File: src/rtl/multicycle_sequencer.sv
// Eight-phase control sequencer for the shared-port 8-bit accumulator CPU.
// Strobes decode the registered phase and latched opcode; HLT parks until run.
module multicycle_sequencer #(
    parameter int PHASES = 8,
    parameter int CNT_W  = 8
) (
    input  logic             clk,
    input  logic             rst,
    input  logic [2:0]       opcode,
    input  logic             zero,
    input  logic             run,
    output logic             sel,
    output logic             rd,
    output logic             ld_ir,
    output logic             inc_pc,
    output logic             ld_pc,
    output logic             ld_ac,
    output logic             wr,
    output logic             data_e,
    output logic [1:0]       alu_op,
    output logic             halted,
    output logic [CNT_W-1:0] instr_cnt
);

    typedef enum logic [3:0] {
        S_ADDR    = 4'd0,
        S_FETCH   = 4'd1,
        S_LOAD    = 4'd2,
        S_IDLE    = 4'd3,
        S_OPADDR  = 4'd4,
        S_OPFETCH = 4'd5,
        S_ALU     = 4'd6,
        S_STORE   = 4'd7,
        S_HALT    = 4'd8
    } state_e;

    localparam logic [2:0] OP_HLT = 3'd0;
    localparam logic [2:0] OP_SKZ = 3'd1;
    localparam logic [2:0] OP_ADD = 3'd2;
    localparam logic [2:0] OP_AND = 3'd3;
    localparam logic [2:0] OP_XOR = 3'd4;
    localparam logic [2:0] OP_LDA = 3'd5;
    localparam logic [2:0] OP_STO = 3'd6;
    localparam logic [2:0] OP_JMP = 3'd7;

    state_e           state_q, state_d;
    logic [2:0]       op_q, op_d;
    logic [CNT_W-1:0] cnt_q, cnt_d;

    always_comb begin
        state_d = state_q;
        op_d    = op_q;
        cnt_d   = cnt_q;
        unique case (state_q)
            S_ADDR:    state_d = S_FETCH;
            S_FETCH:   state_d = S_LOAD;
            S_LOAD:    state_d = S_IDLE;
            S_IDLE: begin
                state_d = S_OPADDR;
                op_d    = opcode;
            end
            S_OPADDR:  state_d = (op_q == OP_HLT) ? S_HALT : S_OPFETCH;
            S_OPFETCH: state_d = S_ALU;
            S_ALU:     state_d = S_STORE;
            S_STORE: begin
                state_d = S_ADDR;
                cnt_d   = cnt_q + CNT_W'(1);
            end
            S_HALT:    state_d = run ? S_ADDR : S_HALT;
            default:   state_d = S_ADDR;
        endcase
    end

    always_ff @(posedge clk) begin
        if (!rst) begin
            state_q <= S_ADDR;
            op_q    <= 3'd0;
            cnt_q   <= '0;
        end else begin
            state_q <= state_d;
            op_q    <= op_d;
            cnt_q   <= cnt_d;
        end
    end

    logic       is_alu, is_skz, is_sto, is_jmp;
    logic       sel_c, rd_c, ld_ir_c, inc_pc_c, ld_pc_c;
    logic       ld_ac_c, wr_c, data_e_c, halted_c;
    logic [1:0] alu_dec, alu_op_c;

    assign is_alu = (op_q == OP_ADD) || (op_q == OP_AND) ||
                    (op_q == OP_XOR) || (op_q == OP_LDA);
    assign is_skz = (op_q == OP_SKZ);
    assign is_sto = (op_q == OP_STO);
    assign is_jmp = (op_q == OP_JMP);

    always_comb begin
        unique case (op_q)
            OP_ADD:  alu_dec = 2'b00;
            OP_AND:  alu_dec = 2'b01;
            OP_XOR:  alu_dec = 2'b10;
            OP_LDA:  alu_dec = 2'b11;
            default: alu_dec = 2'b00;
        endcase
    end

    always_comb begin
        sel_c    = 1'b0;
        rd_c     = 1'b0;
        ld_ir_c  = 1'b0;
        inc_pc_c = 1'b0;
        ld_pc_c  = 1'b0;
        ld_ac_c  = 1'b0;
        wr_c     = 1'b0;
        data_e_c = 1'b0;
        alu_op_c = 2'b00;
        halted_c = 1'b0;
        unique case (state_q)
            S_ADDR:  sel_c = 1'b1;
            S_FETCH: begin
                sel_c = 1'b1;
                rd_c  = 1'b1;
            end
            S_LOAD, S_IDLE: begin
                sel_c   = 1'b1;
                rd_c    = 1'b1;
                ld_ir_c = 1'b1;
            end
            S_OPADDR: inc_pc_c = 1'b1;
            S_OPFETCH: begin
                rd_c     = is_alu;
                alu_op_c = alu_dec;
            end
            S_ALU: begin
                rd_c     = is_alu;
                inc_pc_c = is_skz & zero;
                ld_pc_c  = is_jmp;
                data_e_c = is_sto;
                alu_op_c = alu_dec;
            end
            S_STORE: begin
                rd_c     = is_alu;
                ld_ac_c  = is_alu;
                ld_pc_c  = is_jmp;
                wr_c     = is_sto;
                data_e_c = is_sto;
                alu_op_c = alu_dec;
            end
            S_HALT:  halted_c = 1'b1;
            default: halted_c = 1'b0;
        endcase
    end

    // Everything reads as idle while reset is held, whatever the state.
    assign sel       = sel_c & rst;
    assign rd        = rd_c & rst;
    assign ld_ir     = ld_ir_c & rst;
    assign inc_pc    = inc_pc_c & rst;
    assign ld_pc     = ld_pc_c & rst;
    assign ld_ac     = ld_ac_c & rst;
    assign wr        = wr_c & rst;
    assign data_e    = data_e_c & rst;
    assign alu_op    = alu_op_c & {2{rst}};
    assign halted    = halted_c & rst;
    assign instr_cnt = cnt_q;

endmodule

File: config.mk
export PLATFORM = sky130hd
export DESIGN_NAME = multicycle_sequencer
export DESIGN_NICKNAME = d
export VERILOG_FILES = /design/src/rtl/multicycle_sequencer.sv
export SDC_FILE = /design/constraint.sdc
export NUM_CORES = 1
export LEC_CHECK = 0
export ABC_AREA = 1
export CAP_MARGIN = 20
export CORE_MARGIN = 5
export CORE_UTILIZATION = 50
export DETAILED_ROUTE_END_ITERATION = 8
export GPL_TIMING_DRIVEN = 0
export MAX_ROUTING_LAYER = met4
export PLACE_DENSITY_LB_ADDON = 0.1
export SKIP_CTS_REPAIR_TIMING = 1
export SLEW_MARGIN = 0
export SYNTH_ARGS = -nofsm -noshare
export SYNTH_HDL_FRONTEND = slang
export SYNTH_SLANG_ARGS = --single-unit
export TNS_END_PERCENT = 5
File: constraint.sdc
create_clock -name clk -period 1.9 [get_ports clk]
set_input_delay 0.285 -clock clk [delete_from_list [all_inputs] [get_ports clk]]
set_output_delay 0.285 -clock clk [all_outputs]
set_load 0.1 [all_outputs]
### Yosys cells after proc, flatten, opt, wreduce, memory -nomap -nowiden

Index checks and enable logic that the tools add are counted.

| storage, ports and cells | value |
|---|---|
| bits in registers | 15 |
| input bits | 7 |
| output and inout bits | 19 |
| word-level logic and storage cells | 54 |

| cells by class | value |
|---|---|
| add/sub/neg operators | 1 |
| equal/unequal tests | 15 |
| mux-type cells | 14 |
| bitwise logic cells | 11 |
| reductions and logical operators | 10 |

Operators by type and width:

| cell | count |
|---|---|
| 4-bit case mux with 8 select lines | 1 |
| 4-bit by 3-bit == test with 1-bit output (second input constant) | 4 |
| 3-bit == test (second input constant) | 4 |
| 1-bit bitwise AND | 10 |
| 8-bit by 1-bit adder with 8-bit output (second input constant) | 1 |
| 4-bit by 2-bit == test with 1-bit output (second input constant) | 2 |
| 4-bit 2-to-1 mux | 2 |
| 1-bit 2-to-1 mux | 7 |
| 3-bit by 2-bit == test with 1-bit output (second input constant) | 2 |
| 2-bit case mux with 3 select lines | 1 |
| 3-bit OR reduction | 2 |
| 4-bit by 1-bit == test with 1-bit output (second input constant) | 1 |
| 4-bit == test (second input constant) | 1 |
| 4-bit zero test | 1 |
| 1-bit case mux with 2 select lines | 2 |
| 2-bit OR reduction | 2 |
| 4-bit OR reduction | 1 |
| 3-bit by 1-bit == test with 1-bit output (second input constant) | 1 |
| 3-bit zero test | 1 |
| 1-bit logical OR | 3 |
| 2-bit bitwise AND | 1 |
| 2-bit 2-to-1 mux | 1 |

### Logic depth before layout (Yosys ltp)

| logic depth | value |
|---|---|
| word-level depth | 6 |
| gate-level depth with buffers | 7 |
| mapped depth without buffers | 7 |

### Worst setup path after synthesis

Ideal clock, no wire load.

| timing | value |
|---|---|
| kind | register to output |
| start | register state_q[3] |
| end | output port halted |
| data arrival time | 3454 ps |
| data required time | 1615 ps |
| slack | -1839 ps |
| cell stages (with the launch flop) | 3 |
| path buffers | 0 |
| cell sequence | dfxtp_1 > inv_4 > nor4_1 |

| on the way | value |
|---|---|
| cells in the longest elaborated chain, start to end | 3 |

RTL lines:

| element | line | source |
|---|---|---|
| from (decl) | 46 | `state_e state_q, state_d;` |
| from (signal assigned) | 80 | `state_q <= state_d;` |
| 4-bit == test | 118 | `unique case (state_q)` |
| 1-bit 2-to-1 mux | 118 |  |
| 1-bit bitwise AND | 164 | `assign halted = halted_c & rst;` |
| to (decl) | 21 | `output logic halted,` |

No other way between the ends.

### Worst setup path after layout

| timing | value |
|---|---|
| start | register op_q[1] |
| end | output port rd |

| on the way | value |
|---|---|
| cells in the longest elaborated chain, start to end | 6 |
| elaborated cells on any way between the ends | 9 |
| those cells by class | eq/ne: 4; mux: 1; bitwise: 1; reduce/logical: 3 |

RTL lines:

| element | line | source |
|---|---|---|
| from (decl) | 47 | `logic [2:0] op_q, op_d;` |
| from (signal assigned) | 81 | `op_q <= op_d;` |
| 3-bit by 2-bit == test with 1-bit output | 91 | `assign is_alu = (op_q == OP_ADD) \|\| (op_q == OP_AND) \|\|` |
| 1-bit logical OR (2 in a row) | 91 |  |
| 1-bit logical OR (*) | 92 | `(op_q == OP_XOR) \|\| (op_q == OP_LDA);` |
| 1-bit case mux with 2 select lines (*) | 118 |  |
| 1-bit bitwise AND (*) | 156 | `assign rd = rd_c & rst;` |
| to (decl) | 13 | `output logic rd,` |

Mark *: on every way between the ends. The rest lies on a longest branch, timed or not.

==> results.toml <==
[outcome]
status = "finished, final reports clean"

[synth]
syn_area_sq_um = 911
synth-seq-cells = 15
syn_inst = 132
async_flop_share = 0
ys.flop_type = "dfxtp_1"
synth_edf_count = 0
avgSynthCellArea_sq_um = 6.90
synth_nets = 141
yosysWarningCount = 0
yosysSeqAreaShare = 0.330
yosysUniqueCellTypes = 24

[place]
io_buffers = 25
gp_congestion = 0.876
place_hpwl_microns = 1630
placed_area_sq_um = 1240
placed_cells = 182

[route]
drt_iter0_drc = 20
wl_microns = 2130
wl_per_cell_microns = 11.5
dr.pass1.iters = 4
vias = 928
drc = 0
vias_per_cell = 4.99
postRouteAntennaNets = 0

[clock_network]
cts_root_buf = "clkbuf_4"
cts_max_path_buffers = 2
path_clk_slew_ps = 100
cts-htree-levels = 1
cts_sinks = 15
cts_inserted_buffers = 3
clock_latency_ps = 280
cts_tree = "done"

[setup_path]
worstPathMaxFanout = 4
r2r_start = "instr_cnt[2]"
r2r_slack_ps = 700
critPathLaunchType = "flop"
endpoint_kind = "output port"
critPathRequiredTime_ps = 1620
timing.rr.end = "instr_cnt[7]"
critPathKind = "flop to output port"
rr_worst_depth = 5
cp.arrival_ps = 1550

[global_route]
grt_pass1_vias = 839
use_met3 = 0.0313
grt_usage = 0.177
grt_pass1_wl_microns = 3570
antenna_found_initial = 0
overflow = 0
grt_start_max_net_pins = 11
grt_use_met2 = 0.271
grtUsageMet1 = 0.239
grt.busiest_layer = "met2"

[sta]
setup_viol = 0
max_freq_ghz = 0.545
worst_pin_slew_ps = 980
fin_skew_ps = 1.88
fin_hold_ws_ps = 424
min_period_ps = 1830
hold_viol = 0
slew_violations = 0
final.setup.tns_ps = 0
rsz0062_at_grt = "false"
fin_crit_sh = 0.965
slew_headroom = 0.346

[layout]
fin_area_sq_um = 1300
syn_to_final_growth_pct = 42.3
fin_cells = 186
drive_above_1_share = 0.273
mostFrequentLayoutCells = "nand2_1 (22), nor2_1 (17), inv_1 (16), dfxtp_1 (12), nand3_1 (10)"
num-nets-final = 171
layout_commonest_cell = "nand2_1"
diodes = 0

[floorplan]
rows = 15
start_util = 0.528
chipWidth_microns = 52.7
io_pins = 26
coreArea_sq_um = 1730
die_height_microns = 52.7
dieArea_sq_um = 2780

[pwr]
leakage_nw = 0.709
cellPowerDensity_nw_per_um2 = 537
vdd_ir_drop_max_mv = 0.523

[hold_path]
hold_depth = 2
min_to = "instr_cnt[2]"
min_path_type = "input pin to flop"
hp-start = "rst"

[job]
maxCapViolations = 0
power breakdown:
part           internal (mW)  switching, mW  total (mW)
Clock                 0.0813          0.106       0.187
Combinational         0.0459          0.119       0.165
Sequential             0.326         0.0174       0.344
registers in the layout (all words and copies together) (netlist names):
register   count
state_q        4
op_q           3
instr_cnt      8
layout make-up:
type	instances	area, sq um
Timing Repair Buffer	25	268
Buffer	1	7.51
Tap cell	25	31.3
Multi-Input combinational cell	94	572
Fill cell	141	430
Sequential cell	15	307
Clock buffer	4	26.3
Inverter	22	85.1
per-layer routing:
metal | vias up | share of wire
li1 | 483 | -
met1 | 424 | 0.50
met2 | 19 | 0.45
met3 | 2 | 0.040
met4 | 0 | 0.0070
met5 | - | 0
worst max path at each step:
| stage | startpoint | to | slack, ps |
|---|---|---|---|
| 2_1_floorplan | state_q[2] | wr | -440 |
| 3_3_place_gp | rst | wr | -940 |
| 3_5_place_dp | rst | wr | -920 |
| 4_1_cts | state_q[2] | alu_op[0] | -1000 |
| 5_1_grt | op_q[1] | rd | 6 |
| 6_report | op_q[1] | rd | 70 |
stage by stage:
| step | util | power, mW | setup slack, ps |
|---|---|---|---|
| 2_1_floorplan | - | 0.475 | -438 |
| 3_3_place_gp | 0.719 | 0.516 | -939 |
| 3_5_place_dp | 0.719 | 0.517 | -920 |
| 4_1_cts | 0.734 | 0.704 | -1000 |
| 5_1_grt | 0.751 | 0.730 | 5.55 |
| 6_report | 0.751 | 0.696 | 66.0 |
cell families (layout without fill, tap and decap cells):
group | count (synthesis) | after routing | share of synthesized area
and+or+nand+nor | 73 | 73 | 0.419
buffers and inverters | 23 | 52 | 0.0989
AOI/OAI and AO/OA | 19 | 19 | 0.125
DFF | 15 | 15 | 0.330
adders and majority gates | 2 | 2 | 0.0275
critical path, cell delays in order (launching register included):
cell and delay (ps):
dfxtp_2 390, inv_1 100, ha_1 350, a21oi_2 140
buf_4 290
cells in the mapped netlist (3+ instances only):
master    instances  area [sq um]
nand3_1          10          50.1
nor2_1           20          75.1
inv_1            16          60.1
o21ai_1           7          35.0
nor3_1            3          15.0
inv_2             5          18.8
dfxtp_1          15           300
nand4_1           3          18.8
nand2_1          23          86.3
nand3b_1          3          22.5
a21oi_1           8          40.0
Note: power is estimated with default switching activity, not from simulation.
